===== src/rtl/game_pkg.sv =====
// Shared types and default constants for the game flow controller and its bench.
package game_pkg;

    localparam int unsigned DIFF_W  = 2;
    localparam int unsigned SCORE_W = 32;

    localparam int unsigned COUNTDOWN_FRAMES_DEF = 3;
    localparam int unsigned BLOCKS_PER_LEVEL_DEF = 8;
    localparam int unsigned DIFF_INIT_DEF        = 1;
    localparam int unsigned DIFF_MAX_DEF         = 3;
    localparam int unsigned OVER_HOLD_FRAMES_DEF = 60;

    typedef enum logic [1:0] {
        IDLE      = 2'd0,
        COUNTDOWN = 2'd1,
        RUN       = 2'd2,
        OVER      = 2'd3
    } game_state_t;

endpackage


===== src/rtl/game_flow_ctrl_if.sv =====
// Game-logic and score-engine signals seen by the flow controller.
interface game_flow_ctrl_if;
    import game_pkg::*;

    logic               frame_tick;
    logic               start_btn;
    logic               block_cleared;
    logic               collision;
    logic [SCORE_W-1:0] score;

    logic               score_start;
    logic               score_in;
    logic [DIFF_W-1:0]  difficulty;
    logic [1:0]         game_state;
    logic [1:0]         countdown;
    logic [SCORE_W-1:0] high_score;
    logic               new_high;

    // Controller side.
    modport master (
        input  frame_tick, start_btn, block_cleared, collision, score,
        output score_start, score_in, difficulty, game_state, countdown, high_score, new_high
    );

    // Game logic / score engine side.
    modport slave (
        output frame_tick, start_btn, block_cleared, collision, score,
        input  score_start, score_in, difficulty, game_state, countdown, high_score, new_high
    );

endinterface


===== src/rtl/rise_edge_det.sv =====
// Single-cycle pulse on the rising edge of an already-synchronised level.
module rise_edge_det (
    input  logic clock_div,
    input  logic reset_n,
    input  logic in,
    output logic pulse
);

    logic in_q;

    always_ff @(posedge clock_div or negedge reset_n) begin
        if (!reset_n) begin
            in_q <= 1'b0;
        end else begin
            in_q <= in;
        end
    end

    assign pulse = in & ~in_q;

endmodule


===== src/rtl/game_flow_ctrl.sv =====
// Game phase sequencer: drives the score engine, ramps difficulty, tracks high score.
module game_flow_ctrl
    import game_pkg::*;
#(
    parameter int unsigned COUNTDOWN_FRAMES = COUNTDOWN_FRAMES_DEF,
    parameter int unsigned BLOCKS_PER_LEVEL = BLOCKS_PER_LEVEL_DEF,
    parameter int unsigned DIFF_INIT        = DIFF_INIT_DEF,
    parameter int unsigned DIFF_MAX         = DIFF_MAX_DEF,
    parameter int unsigned OVER_HOLD_FRAMES = OVER_HOLD_FRAMES_DEF
) (
    input  logic             clock_div,
    input  logic             reset_n,
    game_flow_ctrl_if.master bus
);

    localparam int unsigned LVL_W  = $clog2(BLOCKS_PER_LEVEL) + 1;
    localparam int unsigned HOLD_W = $clog2(OVER_HOLD_FRAMES) + 1;

    game_state_t        state_q, state_d;
    logic [1:0]         countdown_q, countdown_d;
    logic [DIFF_W-1:0]  diff_q, diff_d;
    logic [LVL_W-1:0]   level_q, level_d;
    logic [HOLD_W-1:0]  hold_q, hold_d;
    logic               score_start_q, score_start_d;
    logic               score_in_q, score_in_d;
    logic [SCORE_W-1:0] high_q, high_d;
    logic               new_high_q, new_high_d;
    logic               start_edge;

    rise_edge_det u_start_edge (
        .clock_div (clock_div),
        .reset_n   (reset_n),
        .in        (bus.start_btn),
        .pulse     (start_edge)
    );

    always_comb begin
        state_d     = state_q;
        countdown_d = countdown_q;
        diff_d      = diff_q;
        level_d     = level_q;
        hold_d      = hold_q;
        high_d      = high_q;
        new_high_d  = new_high_q;
        score_in_d  = 1'b0;

        unique case (state_q)
            IDLE: begin
                if (start_edge) begin
                    state_d     = COUNTDOWN;
                    countdown_d = 2'(COUNTDOWN_FRAMES);
                    diff_d      = DIFF_W'(DIFF_INIT);
                    level_d     = '0;
                    new_high_d  = 1'b0;
                end
            end
            COUNTDOWN: begin
                if (bus.frame_tick) begin
                    if (countdown_q == 2'd1) begin
                        countdown_d = 2'd0;
                        state_d     = RUN;
                    end else begin
                        countdown_d = countdown_q - 2'd1;
                    end
                end
            end
            RUN: begin
                // A collision in the same cycle as a clear forfeits that block.
                if (bus.collision) begin
                    state_d = OVER;
                    hold_d  = '0;
                end else if (bus.block_cleared) begin
                    score_in_d = 1'b1;
                    if (level_q == LVL_W'(BLOCKS_PER_LEVEL - 1)) begin
                        level_d = '0;
                        if (diff_q < DIFF_W'(DIFF_MAX)) begin
                            diff_d = diff_q + DIFF_W'(1);
                        end
                    end else begin
                        level_d = level_q + LVL_W'(1);
                    end
                end
            end
            OVER: begin
                // Compared every cycle so a late final score update is still caught.
                if (bus.score > high_q) begin
                    high_d     = bus.score;
                    new_high_d = 1'b1;
                end
                if (bus.frame_tick) begin
                    if (hold_q == HOLD_W'(OVER_HOLD_FRAMES - 1)) begin
                        state_d = IDLE;
                    end else begin
                        hold_d = hold_q + HOLD_W'(1);
                    end
                end
            end
            default: state_d = IDLE;
        endcase

        score_start_d = (state_d == RUN) || (state_d == OVER);
    end

    always_ff @(posedge clock_div or negedge reset_n) begin
        if (!reset_n) begin
            state_q       <= IDLE;
            countdown_q   <= 2'd0;
            diff_q        <= DIFF_W'(DIFF_INIT);
            level_q       <= '0;
            hold_q        <= '0;
            score_start_q <= 1'b0;
            score_in_q    <= 1'b0;
            high_q        <= '0;
            new_high_q    <= 1'b0;
        end else begin
            state_q       <= state_d;
            countdown_q   <= countdown_d;
            diff_q        <= diff_d;
            level_q       <= level_d;
            hold_q        <= hold_d;
            score_start_q <= score_start_d;
            score_in_q    <= score_in_d;
            high_q        <= high_d;
            new_high_q    <= new_high_d;
        end
    end

    assign bus.score_start = score_start_q;
    assign bus.score_in    = score_in_q;
    assign bus.difficulty  = diff_q;
    assign bus.game_state  = state_q;
    assign bus.countdown   = countdown_q;
    assign bus.high_score  = high_q;
    assign bus.new_high    = new_high_q;

endmodule


===== src/flat_wrapper.sv =====
// flat-port wrapper written by rule: the top's interface ports become plain ports
module game_flow_ctrl_flat import game_pkg::*;
#(
    parameter int unsigned COUNTDOWN_FRAMES = COUNTDOWN_FRAMES_DEF,
    parameter int unsigned BLOCKS_PER_LEVEL = BLOCKS_PER_LEVEL_DEF,
    parameter int unsigned DIFF_INIT        = DIFF_INIT_DEF,
    parameter int unsigned DIFF_MAX         = DIFF_MAX_DEF,
    parameter int unsigned OVER_HOLD_FRAMES = OVER_HOLD_FRAMES_DEF
)
  (clock_div, reset_n, bus_frame_tick, bus_start_btn, bus_block_cleared, bus_collision, bus_score, bus_score_start, bus_score_in, bus_difficulty, bus_game_state, bus_countdown, bus_high_score, bus_new_high);
  game_flow_ctrl_if bus_i ();
  input  logic clock_div;
  input  logic reset_n;
  input wire logic [$bits(bus_i.frame_tick)-1:0] bus_frame_tick;
  input wire logic [$bits(bus_i.start_btn)-1:0] bus_start_btn;
  input wire logic [$bits(bus_i.block_cleared)-1:0] bus_block_cleared;
  input wire logic [$bits(bus_i.collision)-1:0] bus_collision;
  input wire logic [$bits(bus_i.score)-1:0] bus_score;
  output wire logic [$bits(bus_i.score_start)-1:0] bus_score_start;
  output wire logic [$bits(bus_i.score_in)-1:0] bus_score_in;
  output wire logic [$bits(bus_i.difficulty)-1:0] bus_difficulty;
  output wire logic [$bits(bus_i.game_state)-1:0] bus_game_state;
  output wire logic [$bits(bus_i.countdown)-1:0] bus_countdown;
  output wire logic [$bits(bus_i.high_score)-1:0] bus_high_score;
  output wire logic [$bits(bus_i.new_high)-1:0] bus_new_high;
  assign bus_i.frame_tick = bus_frame_tick;
  assign bus_i.start_btn = bus_start_btn;
  assign bus_i.block_cleared = bus_block_cleared;
  assign bus_i.collision = bus_collision;
  assign bus_i.score = bus_score;
  assign bus_score_start = bus_i.score_start;
  assign bus_score_in = bus_i.score_in;
  assign bus_difficulty = bus_i.difficulty;
  assign bus_game_state = bus_i.game_state;
  assign bus_countdown = bus_i.countdown;
  assign bus_high_score = bus_i.high_score;
  assign bus_new_high = bus_i.new_high;
  game_flow_ctrl #(.COUNTDOWN_FRAMES(COUNTDOWN_FRAMES), .BLOCKS_PER_LEVEL(BLOCKS_PER_LEVEL), .DIFF_INIT(DIFF_INIT), .DIFF_MAX(DIFF_MAX), .OVER_HOLD_FRAMES(OVER_HOLD_FRAMES)) u_core (.clock_div(clock_div), .reset_n(reset_n), .bus(bus_i));
endmodule

===== config.mk =====
export PLATFORM = sky130hd
export DESIGN_NAME = game_flow_ctrl_flat
export DESIGN_NICKNAME = d
export VERILOG_FILES = /design/src/rtl/game_pkg.sv /design/src/rtl/game_flow_ctrl_if.sv /design/src/rtl/rise_edge_det.sv /design/src/rtl/game_flow_ctrl.sv /design/src/flat_wrapper.sv
export SDC_FILE = /design/constraint.sdc
export NUM_CORES = 1
export LEC_CHECK = 0
export CORE_MARGIN = 2
export CORE_UTILIZATION = 40
export CTS_CLUSTER_SIZE = 40
export DETAILED_ROUTE_END_ITERATION = 12
export GPL_TIMING_DRIVEN = 0
export PLACE_DENSITY = 0.73
export SYNTH_ARGS = -nofsm -noshare
export SYNTH_HDL_FRONTEND = slang
export SYNTH_SLANG_ARGS = --single-unit

===== constraint.sdc =====
create_clock -name clock_div -period 2.9 [get_ports clock_div]
set_input_delay 0.29 -clock clock_div [delete_from_list [all_inputs] [get_ports clock_div]]
set_output_delay 0.29 -clock clock_div [all_outputs]
set_load 0.05 [all_outputs]

# After elaboration in Yosys (flattened, before gate mapping)
# Index checks and enable logic that the tools add are counted.
[totals] ff_bits=53 output_inout_bits=41 inputBits=38 elab_cells=80
[op_classes] addsub=4 eq_ne=18 n_lt_le_gt_ge=2 bitwise=2 mux=32 reduce_logical=12
[op_table] operator="32-bit > comparator" count=1
[op_table] operator="2-bit two-way mux" count=14
[op_table] operator="7-bit two-way mux" count=3
[op_table] operator="4-bit two-way mux" count=4
[op_table] operator="7-bit case mux with 2 select lines" count=1
[op_table] operator="2-bit inequality test (second input constant)" count=6
[op_table] operator="2-bit equality test (second input constant)" count=4
[op_table] operator="2-bit by 1-bit inequality test with 1-bit output (second input constant)" count=4
[op_table] operator="2-bit case mux with 2 select lines" count=2
[op_table] operator="2-bit case mux with 4 select lines" count=1
[op_table] operator="4-bit case mux with 2 select lines" count=1
[op_table] operator="4-bit AND reduction" count=2
[op_table] operator="2-bit nonzero test" count=4
[op_table] operator="7-bit by 1-bit adder with 7-bit output (second input constant)" count=1
[op_table] operator="7-bit by 6-bit equality test with 1-bit output (second input constant)" count=1
[op_table] operator="3-bit AND reduction" count=2
[op_table] operator="6-bit AND reduction" count=1
[op_table] operator="1-bit two-way mux" count=5
[op_table] operator="4-bit by 1-bit adder with 4-bit output (second input constant)" count=1
[op_table] operator="2-bit by 1-bit equality test with 1-bit output (second input constant)" count=2
[op_table] operator="4-bit by 3-bit equality test with 1-bit output (second input constant)" count=1
[op_table] operator="2-bit by 1-bit adder with 2-bit output (second input constant)" count=1
[op_table] operator="2-bit zero test" count=1
[op_table] operator="2-bit < comparator (second input constant)" count=1
[op_table] operator="6 further kinds" count=6

# Longest topological paths before layout
[depth] ltp_word=6 ltp_mapped=9

# Hierarchy
# A second synthesis with hierarchy kept.
[unflattened] hier_cells=285 hier_area_um2=3071.7
[modules_own_cells] module="game_flow_ctrl" cells_per_inst=283 seq_area_each_um2=1302.5 instances=1 area_per_inst_um2=3032.9
[modules_own_cells] module="rise_edge_det" cells_per_inst=2 seq_area_each_um2=25.0 instances=1 area_per_inst_um2=38.8

# Least setup slack after synthesis
# OpenSTA, ideal clock, no wires.
[synth_path] path_kind="register to register" from="register u_core.high_q[31] (netlist: u_core.bus.high_score[31])" to="register u_core.high_q[0] (netlist: u_core.bus.high_score[0])" n_path_buf=1 required_time_ps=2775 setup_ps=125 synth_period_minus_slack_ps=2885 arrival_ps=2759 stages_incl_launch_ff=10 setup_slack_ps=15 cell_sequence="dfrtp_1 -> inv_1 -> ha_1 -> nand4_1 -> or3_4 -> or3_4 -> o21a_1 -> o21ai_4 -> buf_12 -> mux2_4"
[synth_between] elab_chain_cells=2
[synth_lines] element="from (decl)" line_no="game_flow_ctrl.sv:26" rtl="logic [SCORE_W-1:0] high_q, high_d;"
[synth_lines] element="from (signal assigned)" line_no="game_flow_ctrl.sv:123" rtl="high_q <= high_d;"
[synth_lines] element="32-bit > comparator" line_no="game_flow_ctrl.sv:86" rtl="if (bus.score > high_q) begin"
[synth_lines] element="2-bit AND reduction (no line)"
# Every way passes these cells.
# A chain may end at the register's enable or synchronous reset.

# Final worst setup path
[layout_path] from="register u_core.high_q[31] (netlist: u_core.bus.high_score[31])" to="register u_core.high_q[19] (netlist: u_core.bus.high_score[19])"
# Same word-level chain as after synthesis.

==> out/qor.tcl <==
set qor(worst_setup_path_start_kind) {flip-flop}
set qor(final_antenna_net_count) 0
set qor(multiInputGateArea_sq_um) 1813
set qor(post-route-drc-count) 0
set qor(global_route.overflow_total) 0
set qor(routed-via-count) 2549
set qor(h-tree-depth) 2
set qor(post_synth_instance_area_sq_um) 3373
set qor(finish.net_count) 477
set qor(final_core_util_pct) 53.70
set qor(areaGrowthSynthToFinish_pct) 30.16
set qor(synth_cells) 313
set qor(period_needed_ns) 2.741
set qor(critical_path_class) {flip-flop to flip-flop}
set qor(grt_use_met3_pct) 3.681
set qor(irDropWorstVdd_uv) 653.1
set qor(mostFrequentLayoutCell) {clkdlybuf4s50_1}
set qor(floorplan.initialDensity_pct) 41.26
set qor(syn_area_per_cell_sq_um) 10.78
set qor(timing.final.max_slew_violations) 0
set qor(detail_route.first_pass.iterations) 4
set qor(max-slew-margin-rel_pct) 56.17
set qor(synth_warnings) 0
set qor(critPathArrivalTime_ns) 2.93
set qor(number_of_buffers_added_by_the_clock_tree_synthesis_step) 5
set qor(final.setup.worst_slack_ns) 0.1587
set qor(most-common-layout-cells) {clkdlybuf4s50_1 (76), dfrtp_1 (52), inv_1 (41), ha_1 (40), mux2_4 (29)}
set qor(first_iter_violations) 106
set qor(clkSlewWorstSetupHoldPaths_ns) 0.10
set qor(drt-vias-per-instance) 5.058
set qor(hpwlAfterDp_um) 5313
set qor(fin_crit_sh_pct) 94.53
set qor(final.fill_count) 734
set qor(final-hold-violation-count) 0
set qor(synth_cell_type_count) 45
set qor(crit_path_max_fanout) 10
set qor(coreArea_sq_um) 8175
set qor(p_leak_nw) 2.085
set qor(fin_total_pwr_w) 0.004618
set qor(skew_ns) 0.009793
set qor(pwr_density_cell_nw_per_um2) 1052
set qor(clk_root_buffer_cell) {clkbuf_8}
set qor(worst_case_clock_buffer_depth) 2
set qor(yosys_register_bits) 53
set qor(portBuffers) 77
set qor(cts_tree) {done}
set qor(floorplan.die.width_um) 95.83
set qor(grtUsageMet2_pct) 25.82
set qor(outcome) {completed}
set qor(holdCritPathClass) {primary input to async pin}
set qor(grt_first_pass_wirelength_um) 11250
set qor(tightestPinTransition_ns) 0.6506
set qor(io_pins) 79
set qor(std_cell_rows) 33
set qor(synth.net_count) 391
set qor(final-setup-viol-count) 0
set qor(initial_antenna_violation_count) 0
set qor(groute.usage.overall_pct) 15.40
set qor(postCtsSetupBuffers) 0
set qor(cts.sinks) 53
set qor(drv.max_cap_violation_count) 0
set qor(layout.area.seq_sq_um) 1328
set qor(globalRouteMet1Util_pct) 20.41
set qor(clk-insertion-delay-late_ns) 0.31
set qor(cp.required_ns) 3.09
set qor(grt_start_max_net_pins) 39
set qor(dp_worst_setup_slack_ns) -0.1709
set qor(floorplan.die_area_sq_um) 9183
set qor(timing.critical_path.to_type) {flip-flop}
set qor(diodes) 0
set qor(synth.yosys.seq_area_share_pct) 39.35
set qor(maximum_operating_frequency_mhz) 364.8
set qor(most_congested_layer_reported_by_global_routing) {met2}
set qor(avgRoutedWirePerCell_um) 13.48
set qor(die-height_um) 95.83
set qor(total_wirelength_of_the_detailed_routed_design_um) 6792
set qor(number_of_global_route_vias_before_repair) 2499
set qor(share_of_post_route_cells_with_drive_strength_above_1_pct) 12.78
set qor(gp_congestion) 0.8092
set qor(setup_repair_after_global_routing_missed_its_margin) {false}
-- layout make-up --
cell class / instances / share of cell area (%)
clock inverter: 1 / 0.1710
multi-input combinational: 211 / 41.29
clock buffer: 6 / 1.881
inverter: 41 / 3.505
timing repair buffer: 79 / 18.12
sequential: 53 / 30.24
buffer: 8 / 1.795
tap: 105 / 2.992
-- worst max-delay path, stage by stage (launching register included) --
cell and delay (ns):
dfrtp_1 0.40, inv_1 0.06, ha_1 0.31, nand4_1 0.14, or3_4 0.42, or3_4 0.42, o21a_1 0.23, o21ai_4 0.15
buf_12 0.20, mux2_4 0.30
-- report_power, final --
part,switching (W),total [W],internal [W],leakage (nW)
logic,0.00170,0.00291,0.00121,1.37
clock network,0.000246,0.000435,0.000190,0.0433
registers,0.000251,0.00127,0.00102,0.676
total,0.00220,0.00462,0.00242,2.09
-- state kept, by name, indices dropped and copies added, names as in the netlist --
register,cells
u_core.bus.high_score,32
u_core.hold_q,7
u_core.level_q,4
u_core.bus.countdown,2
u_core.bus.difficulty,2
u_core.bus.game_state,2
u_core.bus.new_high,1
u_core.bus.score_in,1
u_core.bus.score_start,1
u_core.u_start_edge.in_q,1
-- cells by family (layout without fill, tap and decap cells) --
logic type                 count (synthesis)  count (layout)  share of synthesized area (%)
AOI/OAI and AO/OA                         67              67                          13.65
xor gates and xnor gates                   2               2                         0.5194
adders and majority gates                 40              40                          14.84
buffers and inverters                     49             135                          6.899
DFF                                       53              53                          39.35
muxes                                     35              35                          14.84
and+or+nand+nor                           67              67                          9.904
-- per-stage QoR --
step / area, sq um / TNS [ns] / instances / hold slack (ns)
3_5_place_dp: 4290 / -4.848 / 496 / 0.2345
2_1_floorplan: 3373 / 0 / 313 / -0.005591
3_3_place_gp: 4275 / -12.89 / 495 / 0.4637
4_1_cts: 4390 / 0 / 504 / 0.4354
6_report: 4390 / 0 / 504 / 0.4245
5_1_grt: 4390 / 0 / 504 / 0.4462
-- metal layers --
| metal | up-vias | wire (um) |
|---|---|---|
| li1 | 1275 | - |
| met1 | 1209 | 3157 |
| met2 | 60 | 3245 |
| met3 | 5 | 342 |
| met4 | 0 | 47 |
| met5 | - | 0 |
-- path summary, 6_finish.rpt --
kind	cells past startpoint	startpoint	endpoint	slack (ns)
worst max-delay path	9	u_core.bus.high_score[31]	u_core.bus.high_score[19]	0.16
worst min-delay path	2	reset_n	u_core.bus.countdown[1]	0.42
worst max register to register	9	u_core.bus.high_score[31]	u_core.bus.high_score[19]	0.16
worst min register to register	1	u_core.level_q[3]	u_core.level_q[3]	0.50
max in group asynchronous	3	reset_n	u_core.bus.difficulty[0]	1.89
min in group clock_div	1	bus_start_btn	u_core.u_start_edge.in_q	0.44
-- cell usage after synthesis --
master | number | area share, %
dfrtp_1 | 52 | 39
inv_1 | 41 | 4.6
ha_1 | 40 | 15
mux2_4 | 29 | 13
nand2_1 | 24 | 2.7
a21oi_1 | 19 | 2.8
o21ai_0 | 14 | 2.1
nor2_1 | 13 | 1.4
nand4_1 | 7 | 1.3
nand3_1 | 5 | 0.74
nor2b_1 | 5 | 0.93
a21o_1 | 4 | 0.89
a22o_1 | 4 | 1.0
clkbuf_1 | 4 | 0.44
mux2_2 | 4 | 1.3
o31ai_1 | 4 | 0.89
buf_12 | 3 | 1.8
o21a_1 | 3 | 0.67
or4_1 | 3 | 0.67
a221o_1 | 2 | 0.59
a22oi_1 | 2 | 0.44
a31oi_1 | 2 | 0.37
and2_1 | 2 | 0.37
mux2i_1 | 2 | 0.59
nand2b_1 | 2 | 0.37
o2bb2ai_1 | 2 | 0.52
or3_4 | 2 | 0.67
xor2_1 | 2 | 0.52
a2111o_1 | 1 | 0.33
a2111oi_0 | 1 | 0.26
a31oi_4 | 1 | 0.63
a41o_1 | 1 | 0.30
buf_1 | 1 | 0.11
dfstp_2 | 1 | 0.78
nor3_1 | 1 | 0.15
nor3b_1 | 1 | 0.22
o211ai_1 | 1 | 0.22
o21ai_1 | 1 | 0.15
o21ai_4 | 1 | 0.48
o221ai_1 | 1 | 0.26
o22a_1 | 1 | 0.26
o22ai_1 | 1 | 0.19
o32ai_1 | 1 | 0.26
or2_2 | 1 | 0.19
or3_1 | 1 | 0.19
-- timing repair --
| item | CTS | global route |
|---|---|---|
| resized for setup | 0 | 0 |
| hold buffers | 1 | 0 |
| endpoints found under the hold margin | 15 | 0 |
No activity file was read; power rests on OpenSTA's default activity.
